<file path="config.mk">
export PLATFORM = sky130hd
export DESIGN_NAME = wb_width_downsizer
export DESIGN_NICKNAME = d
export VERILOG_FILES = /design/src/rtl/wb_width_downsizer.sv
export SDC_FILE = /design/constraint.sdc
export NUM_CORES = 1
export LEC_CHECK = 0
export CAP_MARGIN = 30
export CELL_PAD_IN_SITES_DETAIL_PLACEMENT = 0
export CELL_PAD_IN_SITES_GLOBAL_PLACEMENT = 1
export CORE_MARGIN = 5
export CORE_UTILIZATION = 45
export CTS_BUF_LIST = sky130_fd_sc_hd__clkbuf_2
export CTS_CLUSTER_DIAMETER = 120
export DETAILED_ROUTE_END_ITERATION = 8
export PLACE_DENSITY_LB_ADDON = 0.05
export REMOVE_ABC_BUFFERS = 1
export SKIP_LAST_GASP = 1
export SLEW_MARGIN = 20
export SYNTH_ARGS = -nofsm -noshare
export SYNTH_HDL_FRONTEND = slang
export SYNTH_SLANG_ARGS = --single-unit
</file>
<file path="constraint.sdc">
create_clock -name clk_i -period 9.1 [get_ports clk_i]
set_input_delay 1.365 -clock clk_i [delete_from_list [all_inputs] [get_ports clk_i]]
set_output_delay 1.365 -clock clk_i [all_outputs]
set_load 0.05 [all_outputs]
</file>
<file path="src/rtl/wb_width_downsizer.sv">
// Wishbone classic width down-converter: one wide master access becomes up to
// MDW/SDW narrow slave beats, one per byte-lane group with any select bit set.
module wb_width_downsizer #(
  parameter int AW          = 32,
  parameter int MDW         = 32,
  parameter int SDW         = 16,
  parameter int TIMEOUT_CYC = 0
) (
  input  logic             clk_i,
  input  logic             rst_i,
  input  logic [AW-1:0]    wbm_adr_i,
  input  logic [MDW-1:0]   wbm_dat_i,
  input  logic [MDW/8-1:0] wbm_sel_i,
  input  logic             wbm_we_i,
  input  logic             wbm_cyc_i,
  input  logic             wbm_stb_i,
  output logic [MDW-1:0]   wbm_dat_o,
  output logic             wbm_ack_o,
  output logic             wbm_err_o,
  output logic             wbm_rty_o,
  output logic [AW-1:0]    wbs_adr_o,
  output logic [SDW-1:0]   wbs_dat_o,
  output logic [SDW/8-1:0] wbs_sel_o,
  output logic             wbs_we_o,
  output logic             wbs_cyc_o,
  output logic             wbs_stb_o,
  input  logic [SDW-1:0]   wbs_dat_i,
  input  logic             wbs_ack_i,
  input  logic             wbs_err_i,
  input  logic             wbs_rty_i
);

  localparam int RATIO = MDW / SDW;
  localparam int MSB   = MDW / 8;
  localparam int SSB   = SDW / 8;
  localparam int LW    = $clog2(RATIO);
  localparam int LSSB  = $clog2(SSB);
  localparam int TW    = (TIMEOUT_CYC > 1) ? $clog2(TIMEOUT_CYC) : 1;

  typedef enum logic [1:0] {IDLE, BEAT, RESP} state_e;

  function automatic logic [RATIO-1:0] lane_mask(input logic [MSB-1:0] sel);
    logic [RATIO-1:0] m;
    for (int k = 0; k < RATIO; k++) m[k] = |sel[k*SSB +: SSB];
    return m;
  endfunction

  function automatic logic [LW-1:0] first_lane(input logic [RATIO-1:0] m);
    logic [LW-1:0] idx;
    idx = '0;
    for (int k = RATIO - 1; k >= 0; k--) if (m[k]) idx = LW'(k);
    return idx;
  endfunction

  // Word-aligned master address with the lane index placed above the slave byte offset.
  function automatic logic [AW-1:0] beat_adr(input logic [AW-1:0] adr, input logic [LW-1:0] lane);
    return (adr & ~AW'(MSB - 1)) | (AW'(lane) << LSSB);
  endfunction

  state_e           state_q, state_d;
  logic [AW-1:0]    adr_q, adr_d;
  logic             we_q, we_d;
  logic [MDW-1:0]   dat_q, dat_d;
  logic [MSB-1:0]   sel_q, sel_d;
  logic [RATIO-1:0] mask_q, mask_d;
  logic [LW-1:0]    lane_q, lane_d;
  logic [MDW-1:0]   rdata_q, rdata_d;
  logic [TW-1:0]    tmo_q, tmo_d;

  logic [MDW-1:0]   wbm_dat_q, wbm_dat_d;
  logic             wbm_ack_q, wbm_ack_d;
  logic             wbm_err_q, wbm_err_d;
  logic             wbm_rty_q, wbm_rty_d;
  logic [AW-1:0]    wbs_adr_q, wbs_adr_d;
  logic [SDW-1:0]   wbs_dat_q, wbs_dat_d;
  logic [SSB-1:0]   wbs_sel_q, wbs_sel_d;
  logic             wbs_we_q, wbs_we_d;
  logic             wbs_cyc_q, wbs_cyc_d;
  logic             wbs_stb_q, wbs_stb_d;

  logic [RATIO-1:0] next_mask;
  logic [LW-1:0]    next_lane;
  logic             drop;

  always_comb begin
    // NOTE: every variable gets a default first so no path can infer a latch.
    state_d   = state_q;
    adr_d     = adr_q;
    we_d      = we_q;
    dat_d     = dat_q;
    sel_d     = sel_q;
    mask_d    = mask_q;
    lane_d    = lane_q;
    rdata_d   = rdata_q;
    tmo_d     = tmo_q;
    wbm_dat_d = '0;
    wbm_ack_d = 1'b0;
    wbm_err_d = 1'b0;
    wbm_rty_d = 1'b0;
    wbs_adr_d = wbs_adr_q;
    wbs_dat_d = wbs_dat_q;
    wbs_sel_d = wbs_sel_q;
    wbs_we_d  = wbs_we_q;
    wbs_cyc_d = wbs_cyc_q;
    wbs_stb_d = wbs_stb_q;
    drop      = 1'b0;
    next_mask = mask_q & ~(RATIO'(1) << lane_q);
    next_lane = first_lane(next_mask);

    case (state_q)
      IDLE: begin
        if (wbm_cyc_i && wbm_stb_i) begin
          adr_d   = wbm_adr_i;
          we_d    = wbm_we_i;
          dat_d   = wbm_dat_i;
          sel_d   = wbm_sel_i;
          mask_d  = lane_mask(wbm_sel_i);
          rdata_d = '0;
          tmo_d   = '0;
          if (mask_d == '0) begin
            state_d   = RESP;
            wbm_ack_d = 1'b1;
          end else begin
            state_d   = BEAT;
            lane_d    = first_lane(mask_d);
            wbs_cyc_d = 1'b1;
            wbs_stb_d = 1'b1;
            wbs_we_d  = wbm_we_i;
            wbs_adr_d = beat_adr(wbm_adr_i, lane_d);
            wbs_sel_d = wbm_sel_i[lane_d*SSB +: SSB];
            wbs_dat_d = wbm_dat_i[lane_d*SDW +: SDW];
          end
        end
      end
      BEAT: begin
        tmo_d = tmo_q + TW'(1);
        if (!wbm_cyc_i) begin
          // Master abort wins over any response arriving in the same cycle.
          state_d = IDLE;
          drop    = 1'b1;
        end else if (wbs_err_i) begin
          state_d   = RESP;
          wbm_err_d = 1'b1;
          drop      = 1'b1;
        end else if (wbs_rty_i) begin
          state_d   = RESP;
          wbm_rty_d = 1'b1;
          drop      = 1'b1;
        end else if (wbs_ack_i) begin
          if (!we_q) rdata_d[lane_q*SDW +: SDW] = wbs_dat_i;
          if (next_mask != '0) begin
            mask_d    = next_mask;
            lane_d    = next_lane;
            tmo_d     = '0;
            wbs_adr_d = beat_adr(adr_q, next_lane);
            wbs_sel_d = sel_q[next_lane*SSB +: SSB];
            wbs_dat_d = dat_q[next_lane*SDW +: SDW];
          end else begin
            state_d   = RESP;
            wbm_ack_d = 1'b1;
            wbm_dat_d = rdata_d;
            drop      = 1'b1;
          end
        end else if (TIMEOUT_CYC > 0 && tmo_q == TW'(TIMEOUT_CYC - 1)) begin
          state_d   = RESP;
          wbm_err_d = 1'b1;
          drop      = 1'b1;
        end
      end
      RESP:    state_d = IDLE;
      default: state_d = IDLE;
    endcase

    if (drop) begin
      wbs_cyc_d = 1'b0;
      wbs_stb_d = 1'b0;
      wbs_we_d  = 1'b0;
      wbs_adr_d = '0;
      wbs_dat_d = '0;
      wbs_sel_d = '0;
    end
  end

  // NOTE: sequential state uses non-blocking assignments so every flop samples pre-edge values.
  always_ff @(posedge clk_i or posedge rst_i) begin
    if (rst_i) begin
      state_q   <= IDLE;
      adr_q     <= '0;
      we_q      <= 1'b0;
      dat_q     <= '0;
      sel_q     <= '0;
      mask_q    <= '0;
      lane_q    <= '0;
      rdata_q   <= '0;
      tmo_q     <= '0;
      wbm_dat_q <= '0;
      wbm_ack_q <= 1'b0;
      wbm_err_q <= 1'b0;
      wbm_rty_q <= 1'b0;
      wbs_adr_q <= '0;
      wbs_dat_q <= '0;
      wbs_sel_q <= '0;
      wbs_we_q  <= 1'b0;
      wbs_cyc_q <= 1'b0;
      wbs_stb_q <= 1'b0;
    end else begin
      state_q   <= state_d;
      adr_q     <= adr_d;
      we_q      <= we_d;
      dat_q     <= dat_d;
      sel_q     <= sel_d;
      mask_q    <= mask_d;
      lane_q    <= lane_d;
      rdata_q   <= rdata_d;
      tmo_q     <= tmo_d;
      wbm_dat_q <= wbm_dat_d;
      wbm_ack_q <= wbm_ack_d;
      wbm_err_q <= wbm_err_d;
      wbm_rty_q <= wbm_rty_d;
      wbs_adr_q <= wbs_adr_d;
      wbs_dat_q <= wbs_dat_d;
      wbs_sel_q <= wbs_sel_d;
      wbs_we_q  <= wbs_we_d;
      wbs_cyc_q <= wbs_cyc_d;
      wbs_stb_q <= wbs_stb_d;
    end
  end

  assign wbm_dat_o = wbm_dat_q;
  assign wbm_ack_o = wbm_ack_q;
  assign wbm_err_o = wbm_err_q;
  assign wbm_rty_o = wbm_rty_q;
  assign wbs_adr_o = wbs_adr_q;
  assign wbs_dat_o = wbs_dat_q;
  assign wbs_sel_o = wbs_sel_q;
  assign wbs_we_o  = wbs_we_q;
  assign wbs_cyc_o = wbs_cyc_q;
  assign wbs_stb_o = wbs_stb_q;

endmodule

</file>
==> metrics.md, run 1 <==
| Metric | Value |
|---|---|
| Status | finished clean |
| Post-synthesis register bit count | 190 |
| Share of layout cells above drive strength 1 | 0.237 |
| Fin area | 0.0109 mm² |
| Post-Synthesis Mean Instance Area | 12.0 µm² |
| Clock tree buffer depth | 2 |
| Vias in the first global route | 7,143 |
| Final hold violations | 0 |
| Root Buffer Master | clkbuf_2 |
| Detail Placement HPWL | 14,900 µm |
| # hold bufs at CTS | 0 |
| Most frequent cells in the layout | 190 x dfrtp_1, 176 x clkdlybuf4s50_1, 86 x mux2_2 |
| FMAX | 0.285 GHz |
| Post-synth top area share | 0.546 |
| Vias | 6,544 |
| Total global-route track usage | 0.219 |
| Multi-input combinational cell area | 0.00365 mm² |
| Combinational Power Share | 0.324 |
| Post-synthesis cell area | 0.00871 mm² |
| WS Path Type | primary input to flip-flop |
| RSZ-0062 raised after global routing | no |
| Initial antenna violation count | 1 |
| Leak pwr | 4.40 nW |
| Clock slew at reported path FFs | 0.31 ns |
| Routability congestion estimate | 0.788 |
| Power Density | 200 mW/mm² |
| Largest net degree at the start of global routing | 108 |
| Post-synth EDFFs | 0 |
| Synth unique cells | 46 |
| Reg area | 0.00475 mm² |
| Reg-to-Reg End | wbs_adr_o[1] |
| Crit path DAT | 4.18 ns |
| Synth Flop Type | dfrtp_1 |
| # clock sinks | 190 |
| CTS tree | built |
| # fillers | 1,610 |
| Clock share of power | 0.195 |
| Worst Tran Pin Value | 0.892 ns |
| Top cells by area, synth | dfrtp_1 55%, mux2_2 11%, o2bb2ai_2 4.8%, a21oi_1 4.7%, o211ai_2 4.0% |
| First-pass GRT wire length | 38,500 µm |
| Worst hold path class | flip-flop to flip-flop |
| Net Sw Frac | 0.372 |
| FF-to-FF path depth | 6 |
| Initial Util | 0.461 |
| Crit-path max FO | 51 |
| Sequential fraction of the synthesis area | 0.546 |
| CP startpoint kind | primary input |
| Synth-to-layout area growth | 25.3% |
| Setup violations, final | 0 |
| WL final | 23,700 µm |
| Port Buffers | 176 |
| Cells after Synth | 723 |
| Drt pass-1 iters | 5 |
| Post-CTS resize count | 0 |
| Final worst-path cycle share | 0.385 |
| Die area | 0.0222 mm² |
| Worst r2r src | state_q[1] |
| Die height | 149 µm |
| Ys Warns | 0 |
| Most common cell after layout, fill and taps aside | dfrtp_1 |
| Post-CTS setup buffers | 0 |
| Yosys top cell by area | dfrtp_1 |
| Wire per inst | 20.7 µm |
| Sequential share of power | 0.481 |
| Num rows | 50 |
| DRT iter0 DRCs | 317 |
| Max VDD drop | 85.4 µV |
| Max-cap violations | 0 |
| Die width | 149 µm |
| Max-slew headroom | 0.405 |
| Final nets | 962 |
| Via/cell ratio | 5.72 |
| Switch Pwr | 0.811 mW |
| Number of buffers created by CTS | 17 |
| Placed instance area | 0.0107 mm² |
| H-tree depth | 4 |
| Tmin final | 3.51 ns |
| Worst Setup SP | wbm_cyc_i |
| Final antenna-violating net count | 0 |
| Clk_lat worst skew | 0.79 ns |
| Congestion Overflow GR | 0 |
| Core area | 0.0189 mm² |
| Residual DRC | 0 |
| Setup crit end | wbs_adr_o[1] |
| Cell Int Power | 1.37 mW |
| Worst hold margin | 0.512 ns |
| Worst Skew | 0.0483 ns |
| Slew Limit Fails | 0 |
| Ports | 180 |
| Crit. End Element | flip-flop |
| FF-to-FF setup slack | 5.96 ns |
| Worst path required time | 9.78 ns |
| Async S/R FF share, synth | 1.00 |
-- worst max-delay path, stage by stage --
cell             delay [ns]
clkdlybuf4s50_1        0.60
nand3b_1               0.16
o21ai_4                0.14
buf_4                  0.63
and2_1                 0.82
mux2_2                 0.41
-- cells in the mapped netlist, types with 3 or more instances --
master     number
mux2_2         86
o211ai_1        3
a21o_1         17
nor2b_1         4
nand2b_1        3
o211ai_2       28
nor2_1          8
a21oi_1        82
buf_2          29
clkbuf_1       27
o2bb2ai_2      28
a31oi_1        19
or2_2           3
nand3_1        36
dfrtp_1       190
buf_4           3
o21ai_0        18
nand2_1        66
buf_6           5
a22o_1         35
-- sequential cells by signal, indices dropped and copies added, names as in the netlist, 2 cells and up --
signal and cells:
adr_q 30, dat_q 32, mask_q 2, rdata_q 32
sel_q 4, state_q 2, wbm_dat_o 32, wbs_adr_o 31
wbs_dat_o 16, wbs_sel_o 2
-- cell families after synthesis --
family / Yosys count / share of synthesized area
buffers and inverters: 67 / 0.0387
multiplexers: 89 / 0.115
AO/OA/AOI/OAI: 239 / 0.223
flip-flops: 190 / 0.546
other: 1 / 0.000431
AND/OR/NAND/NOR: 137 / 0.0765
-- routing by layer --
metal,GRT usage,routed length (µm)
met1,0.290,10300
met2,0.358,11500
met3,0.0495,1520
met4,0.0728,441
met5,0,0
-- final cells by class --
class                   count  share of cell area
clock inverters            14              0.0135
flip-flops and latches    190               0.436
clock buffers              18             0.00826
multi-input cells         466               0.334
well taps                 260              0.0298
inverters                   1             0.00103
repair buffers            194               0.177
diodes                      1            0.000229
-- stage by stage --
| stage | worst slack [ns] | TNS, ns | utilization | power (mW) | instances |
|---|---|---|---|---|---|
| 5_1_grt | 5.52 | 0 | 0.577 | 2.28 | 1144 |
| 3_3_place_gp | 4.85 | 0 | 0.561 | 1.74 | 1107 |
| 2_1_floorplan | -0.232 | -7.51 | - | 1.50 | 657 |
| 4_1_cts | 5.59 | 0 | 0.577 | 2.20 | 1143 |
| 3_5_place_dp | 4.79 | 0 | 0.565 | 1.77 | 1111 |
| 6_report | 5.59 | 0 | 0.577 | 2.18 | 1144 |
-- how the worst min path moves through the flow --
stage / from / to / slack [ns] / cells past startpoint
finish: rdata_q[2] / wbm_dat_o[2] / 0.51 / 2
global route: rdata_q[4] / wbm_dat_o[4] / 0.54 / 2
CTS: rdata_q[2] / wbm_dat_o[2] / 0.53 / 2
detailed placement: wbs_adr_o[6] / wbs_adr_o[6] / 0.48 / 1
global placement: wbs_adr_o[8] / wbs_adr_o[8] / 0.48 / 1
floorplan: rdata_q[0] / rdata_q[0] / 0.47 / 1
-- power groups by stage --
stage               logic (mW)  clock network, mW  registers (mW)
floorplan                0.277                  0            1.23
global placement         0.689                  0            1.05
detailed placement       0.711                  0            1.06
CTS                      0.713              0.438            1.05
global route             0.748              0.473            1.06
finish                   0.706              0.425            1.05
(Power assumes the default switching activity.)
==> inputs of run 2 (changes only) <==
--- a/config.mk
+++ b/config.mk
@@ -9,7 +9,7 @@
 export CELL_PAD_IN_SITES_DETAIL_PLACEMENT = 0
 export CELL_PAD_IN_SITES_GLOBAL_PLACEMENT = 1
 export CORE_MARGIN = 5
-export CORE_UTILIZATION = 45
+export CORE_UTILIZATION = 42
 export CTS_BUF_LIST = sky130_fd_sc_hd__clkbuf_2
 export CTS_CLUSTER_DIAMETER = 120
 export DETAILED_ROUTE_END_ITERATION = 8
==> constraint.sdc (replaced) <==
create_clock -name clk_i -period 3.3 [get_ports clk_i]
set_input_delay 0.495 -clock clk_i [delete_from_list [all_inputs] [get_ports clk_i]]
set_output_delay 0.495 -clock clk_i [all_outputs]
set_load 0.05 [all_outputs]
==> run 2 against run 1 <==
Effect of this change:
- cell count rose by 1.3%
- sequential power rose to 2.8 times the previous value
- power grew to 2.8 times the previous value
- clock skew down 0.0070 ns
- largest power group unchanged
- clock power grew to 2.8 times the previous value
- routed wire length up 2.2%
- via count is 0.24% lower
- highest routed layer unchanged
- combinational power rose to 2.7 times the previous value
- flip-flop and latch count did not move
- worst hold slack lost 0.37 ns
==> metrics.md, run 2 (synthesized netlist as in run 1, its figures left out) <==
| Metric | Value |
|---|---|
| Status | finished clean |
| CP startpoint kind | flip-flop |
| H-tree depth | 4 |
| Sequential share of power | 0.483 |
| Final worst-path cycle share | 0.773 |
| Wire per inst | 20.9 µm |
| CP top delay family | buffers and inverters |
| Worst Tran Pin Value | 0.942 ns |
| Initial antenna violation count | 1 |
| Switch Pwr | 2.24 mW |
| Die height | 154 µm |
| DRT iter0 DRCs | 267 |
| First-pass GRT wire length | 39,100 µm |
| Clock tree buffer depth | 2 |
| Detail Placement HPWL | 15,400 µm |
| Ports | 180 |
| Core area | 0.0203 mm² |
| # hold bufs at CTS | 0 |
| Most common cell after layout, fill and taps aside | dfrtp_1 |
| Critical path's largest stage delay | 0.83 ns |
| Cell Int Power | 3.76 mW |
| Post-CTS resize count | 0 |
| RSZ-0062 raised after global routing | no |
| Via/cell ratio | 5.63 |
| Post-Place Setup Slack | 0.477 ns |
| Final hold violations | 0 |
| Synth-to-layout area growth | 25.9% |
| Max-slew headroom | 0.372 |
| Clk_lat worst skew | 0.76 ns |
| CTS tree | built |
| Setup ws final | 0.751 ns |
| Worst Skew | 0.0413 ns |
| WL final | 24,200 µm |
| Cell Chain, Critical Path | clkdlybuf4s50_1 |
| Power Density | 547 mW/mm² |
| Setup violations, final | 0 |
| Crit-path max FO | 3 |
| Slew Limit Fails | 0 |
| FMAX | 0.392 GHz |
| Worst path required time | 2.80 ns |
| Crit. End Element | primary output |
| Routability congestion estimate | 0.803 |
| WS Path Type | flip-flop to primary output |
| Root Buffer Master | clkbuf_2 |
| Share of layout cells above drive strength 1 | 0.240 |
| Port Buffers | 176 |
| Net Sw Frac | 0.373 |
| Final nets | 967 |
| Initial Util | 0.429 |
| Num rows | 52 |
| Residual DRC | 0 |
| Total global-route track usage | 0.206 |
| Crit path DAT | 2.05 ns |
| Vias | 6,528 |
| Combinational Power Share | 0.323 |
| Die area | 0.0237 mm² |
| CP bufs+invs | 1 |
| Clock slew at reported path FFs | 0.29 ns |
| Max-cap violations | 0 |
| Drt pass-1 iters | 4 |
| Max VDD drop | 258 µV |
| Vias in the first global route | 7,093 |
| # clock sinks | 190 |
| Leak pwr | 4.43 nW |
| Worst hold path class | primary input to async pin |
| Number of buffers created by CTS | 17 |
| Most frequent cells in the layout | 190 x dfrtp_1, 176 x clkdlybuf4s50_1, 86 x mux2_2 |
| Final antenna-violating net count | 0 |
| Power Total | 6.00 mW |
| Die width | 154 µm |
| Max stage delay cell, worst path | clkdlybuf4s50_1 |
| Congestion Overflow GR | 0 |
| Tmin final | 2.55 ns |
| Largest net degree at the start of global routing | 77 |
| Clock share of power | 0.195 |
| Post-CTS setup buffers | 0 |
==> run 2: cell type report <==
cell class	instances	area, µm²
sequential	190	4750
tap	270	338
multi-input combinational	466	3650
clock inverter	15	151
clock buffer	17	85.1
inverter	1	11.3
antenna	1	2.50
timing repair buffer	199	1970
fill	1742	9340
==> run 2: metrics by stage <==
stage               utilization  hold WS [ns]  cells  TNS, ns  area, µm²
finish                    0.540         0.140   1159        0      11000
global route              0.540        0.0635   1159        0      11000
CTS                       0.540         0.114   1158        0      11000
detailed placement        0.528         0.487   1126        0      10700
global placement          0.528         0.475   1126        0      10700
floorplan                     -         0.473    657  -972.98       8370
==> run 2: worst paths after layout <==
kind / endpoint / from / slack [ns] / cells after the start
setup / recovery: wbs_stb_o / wbs_stb_o / 0.75 / 1
hold / removal: rdata_q[20] / rst_i / 0.14 / 2
setup reg to reg: wbs_adr_o[1] / state_q[1] / 1.04 / 4
hold reg to reg: wbm_dat_o[6] / rdata_q[6] / 0.52 / 2
max in group asynchronous: wbm_dat_o[27] / rst_i / 2.32 / 3
min in group clk_i: wbm_dat_o[24] / wbs_dat_i[8] / 0.32 / 3
==> run 2: power by group through the flow <==
stage	registers (mW)	logic (mW)	clock network, mW
floorplan	3.39	0.762	0
global placement	2.91	1.92	0
detailed placement	2.94	1.95	0
CTS	2.90	1.95	1.21
global route	2.94	2.05	1.31
finish	2.90	1.93	1.17
==> run 2: per-layer routing <==
layer,GRT usage,up-vias,part of all wire
met5,0,-,0
met4,0.0500,0,0.0090
met3,0.0481,13,0.054
met2,0.329,208,0.47
met1,0.286,3359,0.46
li1,-,2948,-
